### src/rtl/instr_buffer.sv
// Circular instruction buffer between fetch and decode: compacts up to FETCH_WIDTH
// valid fetch slots per cycle and presents the oldest DECODE_WIDTH entries in order.
module instr_buffer #(
  parameter int DEPTH        = 8,
  parameter int FETCH_WIDTH  = 2,
  parameter int DECODE_WIDTH = 2
) (
  input  logic                          clk,
  input  logic                          rst,
  input  logic                          flush_i,
  input  logic                          stall_i,
  input  logic [FETCH_WIDTH-1:0]        fetch_valid_i,
  input  logic [FETCH_WIDTH*32-1:0]     fetch_pc_i,
  input  logic [FETCH_WIDTH*32-1:0]     fetch_instr_i,
  output logic                          frontend_stallreq_o,
  output logic [DECODE_WIDTH-1:0]       dispatch_valid_o,
  output logic [DECODE_WIDTH*32-1:0]    dispatch_pc_o,
  output logic [DECODE_WIDTH*32-1:0]    dispatch_instr_o,
  input  logic [DECODE_WIDTH-1:0]       dispatch_accept_i,
  output logic [$clog2(DEPTH):0]        count_o
);

  localparam int PW = $clog2(DEPTH);
  localparam int CW = PW + 1;

  logic [31:0]   pc_mem    [DEPTH];
  logic [31:0]   instr_mem [DEPTH];
  logic [PW-1:0] head;
  logic [PW-1:0] tail;
  logic [CW-1:0] count;

  logic          push_en;
  logic          pop_run;
  logic [CW-1:0] push_cnt;
  logic [CW-1:0] pop_cnt;
  logic [PW-1:0] slot_off [FETCH_WIDTH];

  // Stall whenever a full fetch group might not fit, regardless of how many slots are valid.
  assign frontend_stallreq_o = (CW'(DEPTH) - count) < CW'(FETCH_WIDTH);
  assign push_en             = !frontend_stallreq_o && !flush_i;
  assign count_o             = count;

  always_comb begin
    push_cnt = '0;
    for (int i = 0; i < FETCH_WIDTH; i++) begin
      slot_off[i] = push_cnt[PW-1:0];
      if (push_en && fetch_valid_i[i]) begin
        push_cnt = push_cnt + CW'(1);
      end
    end
  end

  // Pops retire a contiguous prefix of the head window so dispatch stays in order.
  always_comb begin
    pop_cnt = '0;
    pop_run = !(stall_i || flush_i);
    for (int i = 0; i < DECODE_WIDTH; i++) begin
      pop_run = pop_run && dispatch_accept_i[i] && dispatch_valid_o[i];
      if (pop_run) begin
        pop_cnt = pop_cnt + CW'(1);
      end
    end
  end

  for (genvar g = 0; g < DECODE_WIDTH; g++) begin : g_disp
    logic [PW-1:0] rd_idx;
    assign rd_idx                       = head + PW'(g);
    assign dispatch_valid_o[g]          = count > CW'(g);
    assign dispatch_pc_o[g*32 +: 32]    = dispatch_valid_o[g] ? pc_mem[rd_idx]    : 32'h0;
    assign dispatch_instr_o[g*32 +: 32] = dispatch_valid_o[g] ? instr_mem[rd_idx] : 32'h0;
  end

  always_ff @(posedge clk or posedge rst) begin
    if (rst) begin
      head  <= '0;
      tail  <= '0;
      count <= '0;
    end else if (flush_i) begin
      head  <= '0;
      tail  <= '0;
      count <= '0;
    end else begin
      head  <= head + pop_cnt[PW-1:0];
      tail  <= tail + push_cnt[PW-1:0];
      count <= count + push_cnt - pop_cnt;
    end
  end

  // Storage is never reset; stale entries are hidden by the count-based valid gating.
  always_ff @(posedge clk) begin
    for (int i = 0; i < FETCH_WIDTH; i++) begin
      if (push_en && fetch_valid_i[i]) begin
        pc_mem[tail + slot_off[i]]    <= fetch_pc_i[i*32 +: 32];
        instr_mem[tail + slot_off[i]] <= fetch_instr_i[i*32 +: 32];
      end
    end
  end

endmodule

### config.mk
export PLATFORM = sky130hd
export DESIGN_NAME = instr_buffer
export DESIGN_NICKNAME = d
export VERILOG_FILES = /design/src/rtl/instr_buffer.sv
export SDC_FILE = /design/constraint.sdc
export NUM_CORES = 1
export LEC_CHECK = 0
export CORE_MARGIN = 8
export CORE_UTILIZATION = 40
export CTS_CLUSTER_SIZE = 25
export DETAILED_ROUTE_END_ITERATION = 10
export GPL_ROUTABILITY_DRIVEN = 0
export PLACE_DENSITY = 0.57
export SLEW_MARGIN = 25
export SYNTH_ARGS = -nofsm -noshare
export SYNTH_HDL_FRONTEND = slang
export SYNTH_SLANG_ARGS = --single-unit
### constraint.sdc
create_clock -name clk -period 9.5 [get_ports clk]
set_input_delay 1.9 -clock clk [delete_from_list [all_inputs] [get_ports clk]]
set_output_delay 1.9 -clock clk [all_outputs]
set_load 0.005 [all_outputs]
## Word level (Yosys, flattened, before mapping)

Memory sizes are Yosys's and may differ from the RTL's.
Index checks and enable logic that the tools add are counted.
W data, S select, Z words.

| cells by class | value |
|---|---|
| magnitude comparators | 3 |
| reductions and logical operators | 11 |
| mux-type cells | 15 |
| add/sub/neg operators | 9 |

Operators by type and width:

| cell | number |
|---|---|
| $mux W32 | 4 |
| $mux W4 | 3 |
| $add A3 B3 Y3 | 3 |
| $add A4 B1 Y4 const B | 2 |
| $gt A4 B1 Y1 const B | 2 |
| $logic_and A1 B1 Y1 | 7 |
| $mux W1 | 6 |
| $mux W3 | 2 |
| $add A4 B4 Y4 | 1 |
| $lt A4 B2 Y1 const B | 1 |
| $sub A4 B4 Y4 | 1 |
| $sub A4 B4 Y4 const A | 1 |
| $add A3 B1 Y3 const B | 1 |
| $logic_not A1 Y1 | 3 |
| $logic_or A1 B1 Y1 | 1 |

| word-level totals | value |
|---|---|
| register bits after elaboration | 10 |
| RAM bits | 512 |
| memories | 2 |
| input port bits | 136 |

Memory list:

| memory | depth | bits a word | rd ports | clocked after Yosys merged registers in | wr ports | RTL line | RTL |
|---|---|---|---|---|---|---|---|
| instr_mem | 8 | 32 | 2 | 0 | 2 | 27 | `logic [31:0] instr_mem [DEPTH];` |
| pc_mem | 8 | 32 | 2 | 0 | 2 | 26 | `logic [31:0] pc_mem [DEPTH];` |

## Depth between registers and ports, before layout

| depth | value |
|---|---|
| depth in word-level cells | 11 |
| mapped depth | 14 |

## Worst setup path after synthesis

No wires, ideal clock.

| path | value |
|---|---|
| kind | input to register |
| from | in flush_i |
| to | mem instr_mem[0][0] (enable) |
| stages | 2 |
| buffers on the path | 1 |
| data required time | 8.839 ns |
| slack | 0.147 ns |
| data arrival time | 8.692 ns |
| cell sequence | clkbuf_1 > o41ai_1 |

RTL lines:

| element | RTL line | RTL |
|---|---|---|
| start, declared | 10 | `input logic flush_i,` |
| end, declared | 27 |  |

## Worst setup path in the final report

| path | value |
|---|---|
| from | reg head[0] |
| to | out dispatch_instr_o[58] |

| on the way | value |
|---|---|
| cells in the longest elaborated chain, start to end | 3 |

Ends and longest elaborated chain:

| element | RTL line | RTL |
|---|---|---|
| start, declared | 28 | `logic [PW-1:0] head;` |
| start signal, assigned | 83 | `head <= head + pop_cnt[PW-1:0];` |
| $add A3 B1 Y3 | 67 | `assign rd_idx = head + PW'(g);` |
| $mem_v2 Z8 W32 | -- |  |
| $mux W32 | 70 | `assign dispatch_instr_o[g*32 +: 32] = dispatch_valid_o[g] ? instr_mem[rd_idx] : 32'h0;` |
| end, declared | 18 | `output logic [DECODE_WIDTH*32-1:0] dispatch_instr_o,` |

Every way passes these cells.

==> flow_summary.json <==
{
  "status": "finished, final reports clean",
  "fmax_ghz": 0.158,
  "synth-async-reset-ratio_pct": 1.92,
  "synth_edf_count": 512,
  "syn_nets": 2011,
  "grt_usage_pct": 21.8,
  "p_leak_uw": 0.0114,
  "p_seq_share_pct": 35.8,
  "synth.avg_cell_area_sq_um": 16.4,
  "nFillCells": 6499,
  "ys_seq_area_share_pct": 51.2,
  "grt_pass1_wl_microns": 139000,
  "first_pass_iters": 5,
  "tightest_slew_ns": 1.13,
  "critical_path_class": "flip-flop to output pin",
  "worstPathMaxFanout": 140,
  "ios": 271,
  "post-route-util_pct": 47.5,
  "hold_violations": 0,
  "p_sw_share_pct": 32.2,
  "syn_inst": 1856,
  "die_h_microns": 292,
  "drt-vias-per-instance": 5.98,
  "drive_gt1_share_pct": 42.9,
  "clock_skew_ns": 0.0182,
  "combinationalPowerShare_pct": 37.6,
  "cts_tree": "yes",
  "regArea_sq_um": 15600,
  "dieArea_sq_um": 85400,
  "num_vias": 18700,
  "cts.sinks": 522,
  "grt_util_met1_pct": 28.3,
  "die-width_microns": 292,
  "setup_tns_ns": 0,
  "start_util_pct": 40.3,
  "vdd_drop_max_uv": 222,
  "critical_path.slowest_cell": "dfrtp_4",
  "internal-power_uw": 5610,
  "port-buffer-count": 270,
  "finalSetupViolations": 0,
  "cts-root-buf": "clkbuf_16",
  "final_cells": 3122,
  "core.rowCount": 101,
  "overflow": 0,
  "finalCritPeriodShare_pct": 66.8,
  "layout_common_cells": "mux2_2, edfxtp_1, clkdlybuf4s50_1",
  "area_growth_syn_to_layout_pct": 17.7,
  "ys_types": 33,
  "cts_resized": 0,
  "grt_pass1_vias": 20200,
  "ctsHoldBuffers": 0,
  "start_kind": "flip-flop",
  "p_clk_share_pct": 26.6,
  "yosys-top-cells-area": "edfxtp_1, mux2_2, mux4_2, mux2i_1, nand2_1",
  "hold_path.class": "flip-flop to flip-flop",
  "grt_use_met3_pct": 6.36,
  "synth-main-ff-cell": "edfxtp_1",
  "gr-usage-met2_pct": 36.1,
  "drv_cap": 0,
  "yosys.area.top_type": "edfxtp_1",
  "multi_input_area_sq_um": 14100,
  "antenna_found_initial": 20,
  "period_needed_ns": 6.35,
  "dp_cells": 2998,
  "syn_area_sq_um": 30500,
  "ant_nets": 0,
  "htree_levels": 2,
  "wl_microns": 95200,
  "post-dp-hpwl_microns": 55700,
  "critical_path_arrival_ns": 4.45,
  "drt-wirelength-per-cell_microns": 30.5,
  "p_switching_uw": 2660,
  "cts.path.max_buffers": 3,
  "max_stage_delay_ns": 0.84,
  "drcViolationCount": 0,
  "end_kind": "output pin",
  "ys_ff_latch": 522,
  "yosysWarnings": 0,
  "power_density_nw_per_um2": 230,
  "nNetsFinal": 2238,
  "numCtsBuffers": 61,
  "grt_max_degree": 141,
  "core_area_sq_um": 75700,
  "busiest_layer": "met2",
  "slew_viol_final": 0,
  "maxSlewHeadroom_pct": 25.0,
  "synth.top_cell.area_share_pct": 50.4,
  "drt_iter0_markers": 1375,
  "rsz0062_at_grt": "no",
  "required_ns": 7.60,
  "crit_chain": "buf_4 > buf_12 > mux4_2 > nand2_1 > a21oi_1 > clkdlybuf4s50_1",
  "insertion_delay_ns": 0.62,
  "clkTransAtPathRegs_ns": 0.06,
  "post_cts_buffers": 0
}
[cell type report]
| class | count | share of cell area (%) |
|---|---|---|
| clock buffer | 82 | 4.56 |
| multi-input combinational | 1168 | 39.1 |
| antenna | 14 | 0.0975 |
| clock inverter | 28 | 0.540 |
| timing repair buffer | 314 | 8.59 |
| tap | 978 | 3.41 |
| sequential | 522 | 43.5 |
| inverter | 16 | 0.167 |
[registers in the layout (all words and copies together), names as in the netlist]
signal     cells
head           3
tail           3
instr_mem    256
pc_mem       256
count_o        4
[cells by family after synthesis]
family	Yosys count	synth area share, %
AO/OA/AOI/OAI	78	1.45
XOR/XNOR	8	0.230
AND/OR/NAND/NOR	231	3.10
buffers and inverters	166	3.27
adder cells (fa/ha/maj)	19	0.877
flip-flops	522	51.2
multiplexers	832	39.9
[critical path: cells and delay by family, from the launching register on]
family,cells,cell delay [ns]
simple gates,1,0.06
flops,1,0.84
compound gates,1,0.45
buf+inv,3,1.92
mux,1,0.38
[metal layers]
metal  wire length (microns)  up-vias
met5                      74        -
li1                        -     7996
met2                   46000      648
met3                    8080      116
met1                   39400     9910
met4                    1640       12
[stage by stage]
| stage | power [uW] | instance area [sq um] | hold WS [ns] | setup WS (ns) |
|---|---|---|---|---|
| finish | 8260 | 35900 | 0.731 | 3.15 |
| global route | 8640 | 35900 | 0.788 | 2.77 |
| CTS | 8370 | 35900 | 0.731 | 2.78 |
| detailed placement | 6150 | 34100 | 0.711 | 3.46 |
| global placement | 6110 | 34000 | 0.698 | 3.30 |
| floorplan | 4590 | 30500 | 0.612 | 0.147 |
[worst paths after layout]
kind / from / end / slack [ns] / cells after the start
max: head[0] / dispatch_instr_o[58] / 3.15 / 6
min: tail[0] / tail[0] / 0.73 / 2
max reg2reg: count_o[1] / instr_mem[2][14] / 4.48 / 13
min reg2reg: tail[0] / tail[0] / 0.73 / 2
max in group asynchronous: rst / head[1] / 7.57 / 2
min in group asynchronous: rst / head[0] / 1.59 / 2
[power groups by stage]
stage	combinational, uW	sequential (uW)	clock [uW]
6_report	3110	2960	2200
5_1_grt	3330	2980	2340
4_1_cts	3170	2960	2250
3_5_place_dp	3150	3000	0
3_3_place_gp	3120	2990	0
2_1_floorplan	1590	3000	0
[synth_stat cells, drive strengths merged, types with 2 or more instances]
master,number
edfxtp,512
mux2,512
mux4,256
nand2,128
buf,106
nor2,72
a21oi,66
mux2i,64
clkbuf,44
inv,16
ha,15
dfrtp,10
nand4,8
nor2b,7
xnor2,5
fa,4
nand3,4
o31ai,4
o41ai,4
and3,3
xor2,3
and2,2
nand3b,2
or3,2
Power figures use the tool's default switching activity.
